`src/rtl/hazard_pkg.sv`:
```
// Shared definitions for the xgriscv hazard controller: memory-wait state
// encoding, default register-index width and the per-stage control bundle.
package hazard_pkg;

  localparam int DEF_RFIDX_WIDTH = 5;

  typedef enum logic [1:0] {
    IDLE  = 2'b00,
    WAIT  = 2'b01,
    ABORT = 2'b10
  } mem_state_e;

  // One bit per pipeline register, fetch side first.
  typedef struct packed {
    logic f;
    logic d;
    logic e;
    logic m;
    logic w;
  } stage_ctrl_t;

endpackage

```
`src/rtl/mem_wait_fsm.sv`:
```
// Tracks a multi-cycle data-memory access, raises mem_stall while it is
// outstanding and aborts it (sticky mem_err) after MEM_TIMEOUT cycles.
module mem_wait_fsm
  import hazard_pkg::*;
#(
  parameter int MEM_TIMEOUT = 64
) (
  input  logic       clk,
  input  logic       reset,
  input  logic       dmem_reqM,
  input  logic       dmem_readyM,
  output logic       mem_stall,
  output logic       mem_err,
  output mem_state_e state_dbg
);

  localparam int WCW = $clog2(MEM_TIMEOUT);
  localparam logic [WCW-1:0] LAST_CNT = WCW'(MEM_TIMEOUT - 1);

  mem_state_e     state_q, state_d;
  logic [WCW-1:0] cnt_q, cnt_d;
  logic           err_q, err_d;

  // Handshake: an access is held in M while dmem_reqM=1; it completes in
  // the cycle where dmem_reqM and dmem_readyM are both high.
  always_comb begin
    state_d = state_q;
    cnt_d   = cnt_q;
    err_d   = err_q;
    case (state_q)
      IDLE: begin
        if (dmem_reqM && !dmem_readyM) begin
          state_d = WAIT;
          cnt_d   = WCW'(1);
        end
      end
      WAIT: begin
        if (dmem_readyM) begin
          state_d = IDLE;
          cnt_d   = '0;
        end else if (cnt_q == LAST_CNT) begin
          state_d = ABORT;
          cnt_d   = '0;
          err_d   = 1'b1;
        end else begin
          cnt_d = cnt_q + WCW'(1);
        end
      end
      ABORT:   state_d = IDLE;
      default: state_d = IDLE;
    endcase
  end

  always_ff @(posedge clk or posedge reset) begin
    if (reset) begin
      state_q <= IDLE;
      cnt_q   <= '0;
      err_q   <= 1'b0;
    end else begin
      state_q <= state_d;
      cnt_q   <= cnt_d;
      err_q   <= err_d;
    end
  end

  // The abandoned access is let through during ABORT so M can drain.
  assign mem_stall = dmem_reqM && !dmem_readyM && (state_q != ABORT) && !reset;
  assign mem_err   = err_q;
  assign state_dbg = state_q;

endmodule

```
`src/rtl/pipe_hazard_ctrl.sv`:
```
// Stall/flush scheduler for the 5-stage xgriscv pipeline: load-use,
// redirect and memory-wait hazards plus saturating stall/flush counters.
module pipe_hazard_ctrl
  import hazard_pkg::*;
#(
  parameter int RFIDX_WIDTH = DEF_RFIDX_WIDTH,
  parameter int MEM_TIMEOUT = 64,
  parameter int CNT_W       = 32
) (
  input  logic                   clk,
  input  logic                   reset,
  input  logic [RFIDX_WIDTH-1:0] rs1D,
  input  logic [RFIDX_WIDTH-1:0] rs2D,
  input  logic                   useRs2D,
  input  logic [RFIDX_WIDTH-1:0] rdE,
  input  logic                   memtoregE,
  input  logic                   regwriteE,
  input  logic                   redirectE,
  input  logic                   dmem_reqM,
  input  logic                   dmem_readyM,
  output logic                   stallF,
  output logic                   stallD,
  output logic                   stallE,
  output logic                   stallM,
  output logic                   flushD,
  output logic                   flushE,
  output logic                   flushW,
  output logic                   mem_err,
  output logic [CNT_W-1:0]       stall_cnt,
  output logic [CNT_W-1:0]       flush_cnt,
  output mem_state_e             fsm_state
);

  logic        mem_stall;
  logic        load_use;
  logic        redirect_act;
  stage_ctrl_t stall_c, flush_c;
  logic        unused_ctrl_bits;

  logic [CNT_W-1:0] stall_cnt_q, stall_cnt_d;
  logic [CNT_W-1:0] flush_cnt_q, flush_cnt_d;

  mem_wait_fsm #(
    .MEM_TIMEOUT(MEM_TIMEOUT)
  ) u_mem_wait (
    .clk        (clk),
    .reset      (reset),
    .dmem_reqM  (dmem_reqM),
    .dmem_readyM(dmem_readyM),
    .mem_stall  (mem_stall),
    .mem_err    (mem_err),
    .state_dbg  (fsm_state)
  );

  assign load_use = memtoregE && regwriteE && (rdE != '0) &&
                    ((rdE == rs1D) || (useRs2D && (rdE == rs2D)));

  always_comb begin
    stall_c      = '0;
    flush_c      = '0;
    redirect_act = 1'b0;
    if (!reset) begin
      if (mem_stall) begin
        stall_c = '{f: 1'b1, d: 1'b1, e: 1'b1, m: 1'b1, w: 1'b0};
        flush_c.w = 1'b1;
      end else if (redirectE) begin
        // The squashed ID instruction makes any load-use moot.
        redirect_act = 1'b1;
        flush_c.d    = 1'b1;
        flush_c.e    = 1'b1;
      end else if (load_use) begin
        stall_c.f = 1'b1;
        stall_c.d = 1'b1;
        flush_c.e = 1'b1;
      end
    end
  end

  assign stallF = stall_c.f;
  assign stallD = stall_c.d;
  assign stallE = stall_c.e;
  assign stallM = stall_c.m;
  assign flushD = flush_c.d;
  assign flushE = flush_c.e;
  assign flushW = flush_c.w;
  assign unused_ctrl_bits = ^{stall_c.w, flush_c.f, flush_c.m};

  always_comb begin
    stall_cnt_d = stall_cnt_q;
    flush_cnt_d = flush_cnt_q;
    if (stall_c.f && (stall_cnt_q != '1)) stall_cnt_d = stall_cnt_q + CNT_W'(1);
    if (redirect_act && (flush_cnt_q != '1)) flush_cnt_d = flush_cnt_q + CNT_W'(1);
  end

  always_ff @(posedge clk or posedge reset) begin
    if (reset) begin
      stall_cnt_q <= '0;
      flush_cnt_q <= '0;
    end else begin
      stall_cnt_q <= stall_cnt_d;
      flush_cnt_q <= flush_cnt_d;
    end
  end

  assign stall_cnt = stall_cnt_q;
  assign flush_cnt = flush_cnt_q;

endmodule

```
`config.mk`:
```
export PLATFORM = sky130hd
export DESIGN_NAME = pipe_hazard_ctrl
export DESIGN_NICKNAME = d
export VERILOG_FILES = /design/src/rtl/hazard_pkg.sv /design/src/rtl/mem_wait_fsm.sv /design/src/rtl/pipe_hazard_ctrl.sv
export SDC_FILE = /design/constraint.sdc
export NUM_CORES = 1
export LEC_CHECK = 0
export BUFFER_PORTS_ARGS = -buffer_cell sky130_fd_sc_hd__clkbuf_2
export CORE_ASPECT_RATIO = 0.6
export CORE_MARGIN = 5
export CORE_UTILIZATION = 30
export DETAILED_ROUTE_END_ITERATION = 12
export PLACE_DENSITY = 0.49
export SYNTH_ARGS = -nofsm -noshare
export SYNTH_HDL_FRONTEND = slang
export SYNTH_SLANG_ARGS = --single-unit
```
`constraint.sdc`:
```
create_clock -name clk -period 4.1 [get_ports clk]
set_input_delay 1.025 -clock clk [delete_from_list [all_inputs] [get_ports clk]]
set_output_delay 1.025 -clock clk [all_outputs]
set_load 0.05 [all_outputs]
```
==> flow_summary.ini <==
[outcome]
status = finished clean

[floorplanning]
core_region_area_mm2 = 0.01206
std_cell_rows = 31
die_height_um = 95.89
floorplan.initialDensity_pct = 30.58
dieArea_mm2 = 0.01469
die_width_um = 153.2
boundaryPins = 97

[clocking]
clock_sink_count = 73
clkTransAtPathRegs_ns = 0.05
post_cts_setup_buffers = 0
worst_skew_pair.late_latency_ns = 0.32
cts_hold_buf = 0
cts.htree.levels = 3
ctsLongestPathBuffers = 2
number_of_clock_buffers_inserted_by_tritoncts = 9
tritoncts_clock_tree = built
clockRootBuffer = clkbuf_16
cts_resized = 0

[synth]
synthCells = 354
postSynthAreaPerCell_um2 = 10.42
synth_enable_flop_cells = 0
synth.yosys.warnings = 0
mappedNetlistArea_mm2 = 0.003689
primary_ff_master_synth = dfrtp_1
asyncSetResetFlopFracSynth_pct = 100.0
ys_seq_area_share_pct = 49.53
synth_fp_nets = 380
ys_ff_latch = 73
yosysUniqueCellTypes = 46

[sta]
timing.setup.tns_ns = 0
setup_viol_count_final = 0
number_of_hold_violations_in_the_final_report = 0
worst-slew-pin-transition_ns = 0.9855
report.final.slew_viol_count = 0
clock_skew_ns = 0.007378
timing.slew.headroom_pct = 33.69
fmaxAchievable_ghz = 0.2696
final_min_period_over_clock_period_pct = 90.46
finalCriticalPeriod_ns = 3.709
grt_setup_unrepaired = false

[route]
drt-wirelength-per-cell_um = 15.03
dr.pass1.iters = 4
finalWirelength_um = 9379
drt_drc_violations_left = 0
avgViaCountPerCell = 4.853
detailroute.via_count = 3028
route.antenna.remaining_nets = 0
detail_route.iter0.violations = 169

[grt]
grt_pass1_vias = 2949
grt_max_degree = 74
grt_pass1_wl_um = 15540
antenna_found_initial = 0
grt_util_all_layers_pct = 13.29
gr-total-overflow = 0

[min_path]
holdCritPathClass = flip-flop to flip-flop

[layout]
finalCoreUtilization_pct = 38.84
layout.cells.most_common = clkbuf_2
diodes = 0
most_used_cells_in_the_layout_excluding_fill_and_tap_cells = clkbuf_2, dfrtp_1, xnor2_1, nand4_1, nand3_1
syn_to_final_growth_pct = 27.04
num-nets-final = 481
fillers = 1197
drive_above_1_share_pct = 28.54

[setup_path]
critPathCaptureType = output pin
worstPathMaxFanout = 5
critical_path_required_ns = 3.07
timing.critical_path.arrival_ns = 2.68
cp-start-kind = input pin
critical_path_class = input pin to output pin

[place]
port-buffer-count = 96
gp_congestion = 0.8015
post-dp-hpwl_um = 6981

[pwr]
power_density_mw_per_mm2 = 443.9
p_leak_nw = 2.179
vdd_drop_max_v = 0.0002366

[job]
max_cap_violations = 0
==> path summary, 6_finish.rpt <==
check | cells past startpoint | slack [ns] | startpoint | to
hold / removal | 1 | 0.48 | u_mem_wait.mem_err | u_mem_wait.mem_err
setup reg to reg | 6 | 1.77 | stall_cnt[4] | stall_cnt[1]
min in group asynchronous | 3 | 1.12 | reset | u_mem_wait.cnt_q[3]
max in group asynchronous | 3 | 2.39 | reset | flush_cnt[9]
hold reg to reg | 1 | 0.48 | u_mem_wait.mem_err | u_mem_wait.mem_err
setup / recovery | 6 | 0.39 | rdE[3] | stallF
==> critical path: stages <==
cell	delay [ns]
clkbuf_2	0.11
xor2_1	0.16
nor4_1	0.30
a32oi_1	0.23
o41ai_4	0.49
clkbuf_2	0.36
==> sequential cells by signal, summed over array words and instances, names as in the netlist <==
name and cells:
u_mem_wait.state_dbg 2, u_mem_wait.cnt_q 6, stall_cnt 32, u_mem_wait.mem_err 1, flush_cnt 32
==> where the power goes <==
part	internal [mW]	switching, mW	leakage (nW)
Clock	0.545	0.283	0.153
Combinational	0.109	0.291	1.03
Sequential	0.773	0.0783	0.993
==> final cells by class <==
type | instances | area, um^2 | share of cell area (%)
Clock buffer | 12 | 246.5 | 5.260
Clock inverter | 3 | 65.06 | 1.389
Inverter | 7 | 31.28 | 0.6676
Multi-Input combinational cell | 263 | 1792 | 38.24
Sequential cell | 73 | 1827 | 38.99
Tap cell | 165 | 206.4 | 4.406
Timing Repair Buffer | 101 | 518.0 | 11.05
==> per-stage QoR <==
| stage | power (mW) | worst slack (ns) | area [um^2] | instances | hold WS (ns) |
|---|---|---|---|---|---|
| final | 2.080 | 0.3911 | 4686 | 624 | 0.4845 |
| after global routing | 2.192 | 0.2827 | 4686 | 624 | 0.5019 |
| after CTS | 2.116 | 0.3435 | 4686 | 624 | 0.4831 |
| after detailed placement | 1.270 | 0.3510 | 4374 | 609 | 0.4615 |
| after global placement | 1.265 | 0.3740 | 4374 | 609 | 0.4545 |
| after floorplan | 1.149 | 0.1050 | 3692 | 354 | 0.4565 |
==> per-layer routing <==
metal  up-vias  wire [um]  global-route usage (%)
met2        86       3750                   17.86
met1      1472       5019                   20.18
met5         -          0                       0
met4         0         38                   3.262
li1       1468          -                       -
met3         2        570                   4.447
==> cell families after synthesis <==
family / Yosys count / synth area share [%]
adders and majority gates: 3 / 1.018
muxes: 2 / 0.6105
buffers and inverters: 18 / 2.374
DFF: 73 / 49.53
AOI/OAI and AO/OA: 17 / 3.359
xor gates and xnor gates: 72 / 17.10
and+or+nand+nor: 169 / 26.02
==> synthesized netlist by cell type (3+ instances only) <==
master	count	area, um^2
buf_2	5	25.02
dfrtp_1	73	1827
o21ai_0	7	35.03
ha_1	3	37.54
inv_1	6	22.52
nand3_1	29	145.1
and2_1	3	18.77
xor2_1	13	113.9
nand4_1	35	219.0
nor2_1	20	75.07
nor3_1	9	45.04
buf_4	3	22.52
and4_1	8	70.07
xnor2_1	59	516.8
nand2_1	20	75.07
and3_1	21	131.4
(Power assumes the default switching activity.)
